===== src/rtl/s_term_pipe.sv =====
// s_term_pipe: south-terminal tile of a fabric column.
// Each channel loops S_END back to N_BEG through a frame-configured path:
// combinational, 1-stage, PIPE_DEPTH-stage, or tied off. The column's
// FrameStrobe, FrameData and UserCLK are forwarded as plain buffers.
// Configuration is captured on the rising edge of FrameStrobe[CFG_FRAME].
//
// Handshake: there is no valid/ready pair here. A configuration word is
// offered by holding FrameData while FrameStrobe[CFG_FRAME] is high; it is
// accepted exactly once, on the first rising UserCLK edge that samples the
// strobe high after a sampled-low cycle. cfg_valid reports that at least one
// word has been accepted since reset.
module s_term_pipe #(
    parameter int MaxFramesPerCol = 20,
    parameter int FrameBitsPerRow = 32,
    parameter int NUM_CH          = 4,
    parameter int CH_WIDTH        = 8,
    parameter int PIPE_DEPTH      = 3,
    parameter int CFG_FRAME       = 0
) (
    input  logic                         UserCLK,
    input  logic                         UserRSTn,
    output logic                         UserCLKo,
    input  logic [MaxFramesPerCol-1:0]   FrameStrobe,
    output logic [MaxFramesPerCol-1:0]   FrameStrobe_O,
    input  logic [FrameBitsPerRow-1:0]   FrameData,
    output logic [FrameBitsPerRow-1:0]   FrameData_O,
    input  logic [NUM_CH*CH_WIDTH-1:0]   S_END,
    output logic [NUM_CH*CH_WIDTH-1:0]   N_BEG,
    output logic                         cfg_valid
);

    localparam logic [1:0] MODE_PASS = 2'b00;
    localparam logic [1:0] MODE_REG1 = 2'b01;
    localparam logic [1:0] MODE_REGN = 2'b10;
    localparam logic [1:0] MODE_OFF  = 2'b11;

    // Capture FSM: the state register doubles as the strobe edge detector.
    typedef enum logic {
        IDLE       = 1'b0,
        ARMED_HIGH = 1'b1
    } cap_state_t;

    cap_state_t stb_q;
    cap_state_t stb_d;
    logic       cfg_stb;
    logic       capture;

    // Column pass-through buffers; independent of reset.
    assign UserCLKo      = UserCLK;
    assign FrameStrobe_O = FrameStrobe;
    assign FrameData_O   = FrameData;

    assign cfg_stb = FrameStrobe[CFG_FRAME];

    // Capture FSM state register: remembers whether the strobe was high last cycle.
    always_ff @(posedge UserCLK or negedge UserRSTn) begin
        if (!UserRSTn) begin
            stb_q <= IDLE;
        end else begin
            stb_q <= stb_d;
        end
    end

    // Capture FSM next state: fire only on the first sampled-high cycle of a strobe.
    always_comb begin
        stb_d   = IDLE;
        capture = 1'b0;
        case (stb_q)
            IDLE: begin
                if (cfg_stb) begin
                    stb_d   = ARMED_HIGH;
                    capture = 1'b1;
                end
            end
            ARMED_HIGH: begin
                if (cfg_stb) begin
                    stb_d = ARMED_HIGH;
                end
            end
            default: stb_d = IDLE;
        endcase
    end

    // Sticky flag: set by the first capture, cleared only by reset.
    always_ff @(posedge UserCLK or negedge UserRSTn) begin
        if (!UserRSTn) begin
            cfg_valid <= 1'b0;
        end else if (capture) begin
            cfg_valid <= 1'b1;
        end
    end

    for (genvar i = 0; i < NUM_CH; i++) begin : g_ch
        logic [1:0]          mode_q;
        logic [1:0]          mode_new;
        logic                flush;
        logic                ch_shift;
        logic [CH_WIDTH-1:0] ch_in;
        logic [CH_WIDTH-1:0] ch_out;
        logic [CH_WIDTH-1:0] stage_q [PIPE_DEPTH];

        assign ch_in    = S_END[i*CH_WIDTH +: CH_WIDTH];
        assign mode_new = FrameData[2*i +: 2];
        // A changed mode discards everything in flight so no old-mode sample leaks out.
        assign flush    = capture && (mode_new != mode_q);
        assign ch_shift = (mode_q == MODE_REG1) || (mode_q == MODE_REGN);

        // Mode register: reloaded from the frame word on every capture edge.
        always_ff @(posedge UserCLK or negedge UserRSTn) begin
            if (!UserRSTn) begin
                mode_q <= MODE_PASS;
            end else if (capture) begin
                mode_q <= mode_new;
            end
        end

        // Delay line: flush beats shift; unregistered modes keep it parked at zero.
        always_ff @(posedge UserCLK or negedge UserRSTn) begin
            if (!UserRSTn) begin
                for (int k = 0; k < PIPE_DEPTH; k++) begin
                    stage_q[k] <= '0;
                end
            end else if (flush || !ch_shift) begin
                for (int k = 0; k < PIPE_DEPTH; k++) begin
                    stage_q[k] <= '0;
                end
            end else begin
                stage_q[0] <= ch_in;
                for (int k = 1; k < PIPE_DEPTH; k++) begin
                    stage_q[k] <= stage_q[k-1];
                end
            end
        end

        // Output mux: follows the live mode register, so a new mode applies right after capture.
        always_comb begin
            ch_out = '0;
            case (mode_q)
                MODE_PASS: ch_out = ch_in;
                MODE_REG1: ch_out = stage_q[0];
                MODE_REGN: ch_out = stage_q[PIPE_DEPTH-1];
                MODE_OFF:  ch_out = '0;
                default:   ch_out = '0;
            endcase
        end

        assign N_BEG[i*CH_WIDTH +: CH_WIDTH] = ch_out;
    end

endmodule


===== config.mk =====
export PLATFORM = sky130hd
export DESIGN_NAME = s_term_pipe
export DESIGN_NICKNAME = d
export VERILOG_FILES = /design/src/rtl/s_term_pipe.sv
export SDC_FILE = /design/constraint.sdc
export NUM_CORES = 1
export LEC_CHECK = 0
export ABC_AREA = 1
export CAP_MARGIN = 10
export CORE_UTILIZATION = 41
export DETAILED_ROUTE_END_ITERATION = 16
export PLACE_DENSITY = 0.78
export SLEW_MARGIN = 10
export SYNTH_ARGS = -nofsm -noshare
export SYNTH_HDL_FRONTEND = slang
export SYNTH_SLANG_ARGS = --single-unit

===== constraint.sdc =====
create_clock -name UserCLK -period 1.25 [get_ports UserCLK]
set_input_delay 0.25 -clock UserCLK [delete_from_list [all_inputs] [get_ports UserCLK]]
set_output_delay 0.25 -clock UserCLK [all_outputs]
set_load 0.01 [all_outputs]

== After elaboration in Yosys (flattened, before gate mapping) ==
Index checks and enable logic that the tools add are counted.

* Register bits after elaboration: 106
* Input port bits: 86
* Output and inout port bits: 86
* Logic and storage cells: 64

* Eq/ne operators: 16
* Mux-type cells: 10
* Reduce and logical (&&, ||, !) cells: 20

{| class="wikitable"
|+ Operators with widths
! operator !! count
|-
| 8-bit case mux with 4 select lines || 4
|-
| 24-bit two-way mux || 4
|-
| 2-bit == test, second input constant || 8
|-
| 2-bit by 1-bit == test with 1-bit output, second input constant || 4
|-
| 2-bit zero test || 4
|-
| 1-bit logical OR || 8
|-
| 2-bit != test || 4
|-
| 1-bit logical AND || 4
|-
| 1-bit zero test || 4
|-
| 1-bit two-way mux || 2
|}

== Depth between registers and ports, before layout ==
* Word-level depth: 5
* Mapped depth: 8
* Depth with buffers taken out: 7

==> reports/qor.txt <==
status = finished, violations left
violated checks = DRC, setup timing
worst reg2reg path depth = 11
area share of the largest cell type after synthesis = 53.59%
Final HPWL DP = 7056 um
vias per cell = 4.761
Finish-stage setup viols = 114
# nets final = 801
measured slew at the worst slew-check pin = 0.3591 ns
IO Port Bufs = 85
top cell family by delay on the critical path = buffers and inverters
Design Area, Final = 7900 sq um
RSZ-0062 raised after global routing = true
min cycle time layout = 1.932 ns
number of global-route vias before repair = 4085
top cells by count, synth = 109 x inv_1, 106 x dfrtp_1, 90 x nor2_1
ys flop type = dfrtp_1
fin. max-slew vios = 0
clock slew at reported path FFs = 0.07 ns
area grow syn2layout = 59.61%
yosys warns = 0
vias = 4052
initial antenna violation count = 0
Static Leak = 3.679 nW
Final period util = 154.6%
Starting Density = 42.62%
Core Region = 11610 sq um
FF+latch count, synth = 106
VDD IR max = 0.8740 mV
drt drc = 15
Max Cap Violations = 0
largest stage delay on the critical path = 0.40 ns
Critical Path RT = 1.00 ns
area leader, netlist = dfrtp_1
die width = 111.9 um
Worst path slowest cell = dfrtp_1
most numerous cell in the Yosys netlist = inv_1
Rows = 39
pin count of the biggest net entering global routing = 33
Hold Path Stages = 1
layout cells sized above 1 = 51.13%
total track usage = 19.09%
Setup WS pre-CTS = -0.6329 ns
Reg area = 2653 sq um
syn avg cell area = 8.902 sq um
Die ar. = 12520 sq um
register area share after synthesis = 53.59%
CP arrival = 1.68 ns
die height = 111.9 um
ys async rst share = 100.0%
grt ovf = 0
fmax = 517.5 MHz
final hold viol count = 0
Core Util, Final = 68.02%
Buf+Inv Stages, Crit Path = 3
Crit. End Element = output port
Placed Cells = 799
setup slack after layout = -0.6825 ns
remaining antenna violation count = 0
drt first pass iters = 14
latest clock arrival within the worst-skew pair = 0.47 ns
Slew HR = 76.06%
Hold/Removal Path Class = input port to flip-flop
initial drt markers = 138
Post-Route WL = 12570 um
Worst Path Max Fanout = 7
Synth cell types = 20
filler instances = 835
global-route wire length before repair = 18510 um
Post-Syn Instances = 556
Antenna diodes = 0
mapped cell area = 4950 sq um
Post-synth EDFFs = 0
per-cell routed wire length = 14.77 um
critical path depth in cells = 6
Setup CP Type = flip-flop to output port
IO Pins = 172
CP startpoint kind = flip-flop
Pwr Density = 1434 nW/um^2
Area after DPL = 6364 sq um
CTS tree = done
placer congestion estimate = 0.7478
largest cells by area after synthesis = dfrtp_1 54%, inv_1 8.3%, buf_4 8.0%
multi-input logic area = 2385 sq um
Synthesized Nets = 654
Worst Skew = 0.008123 ns
fin cells = 851
Cell Chain, Critical Path = inv_2 -> ha_4 -> buf_12 -> a21oi_2 -> a22oi_2 -> buf_2
==> power breakdown <==
part / internal [mW] / switching (mW)
Clock: 2.10 / 1.40
Combinational: 1.86 / 2.04
Sequential: 3.76 / 0.170
==> what timing repair did <==
item,CTS,global route
cloned,3,8
gates resized for setup,270,131
hold buffers,1,0
endpoints found under the hold margin,20,0
pin swaps,16,20
setup buffers,11,12
endpoints found under the setup margin,60,128
==> metrics by stage <==
stage               hold slack [ns]  power (mW)  setup TNS (ns)
floorplan                  -0.04559       5.623          -2.051
global placement             0.1757       6.591          -51.01
CTS                         0.07459       10.47          -24.34
finish                      0.07192       11.33          -28.68
global route                0.08522       11.85          -36.76
detailed placement           0.1825       6.683          -54.51
==> worst reg2reg max path, delay by kind of cell (launching register included) <==
kind	cells	cell delay, ns
and+or+nand+nor	6	0.39
buffers and inverters	5	0.58
DFF	1	0.38
==> per-layer routing <==
metal,up-vias,wire [um],global-route usage [%]
met5,-,0,0
met4,0,357,10.00
met2,104,6621,32.55
met3,39,567,5.117
li1,1909,-,-
met1,2000,5021,22.00
==> path summary, 6_finish.rpt <==
path	from	to	slack (ns)
setup reg to reg	g_ch[3].mode_q[1]	g_ch[3].stage_q[9]	-0.20
setup / recovery	g_ch[2].mode_q[0]	N_BEG[20]	-0.68
min in group asynchronous	UserRSTn	g_ch[3].stage_q[6]	0.23
hold / removal	FrameStrobe[0]	stb_q	0.07
hold reg to reg	g_ch[0].stage_q[9]	g_ch[0].stage_q[1]	0.46
max in group asynchronous	UserRSTn	g_ch[0].stage_q[14]	0.47
==> sequential cells by signal, indices dropped and copies added, names as in the netlist <==
signal / cells
cfg_valid: 1
stb_q: 1
g_ch.mode_q: 8
g_ch.stage_q: 96
==> kinds of logic (layout without fill, tap and decap cells) <==
kind of cell,Yosys count,after routing,share of synthesized area [%]
fa+ha+maj,12,12,3.033
buf+inv,192,338,20.27
simple gates,174,180,14.21
compound gates,72,72,8.898
flops,106,106,53.59
==> cells in the final DEF, fill, tap and decap left out, drive strengths merged <==
| cell type | n |
|---|---|
| a21oi | 32 |
| a22oi | 32 |
| buf | 154 |
| bufinv | 1 |
| clkbuf | 20 |
| clkdlybuf4s15 | 3 |
| clkdlybuf4s50 | 38 |
| clkinv | 4 |
| dfrtp | 106 |
| dlygate4sd2 | 3 |
| dlygate4sd3 | 1 |
| ha | 12 |
| inv | 114 |
| nand2 | 82 |
| nor2 | 97 |
| o21ai | 8 |
| or2 | 1 |
==> cell type report <==
class                   instances  area share [%]
inverters                     113           5.369
well taps                     143           2.265
clock buffers                  14           4.118
multi-input cells             264           30.19
flip-flops and latches        106           33.58
repair buffers                205           23.55
clock inverters                 6          0.9344
No activity file was read; power rests on OpenSTA's default activity.
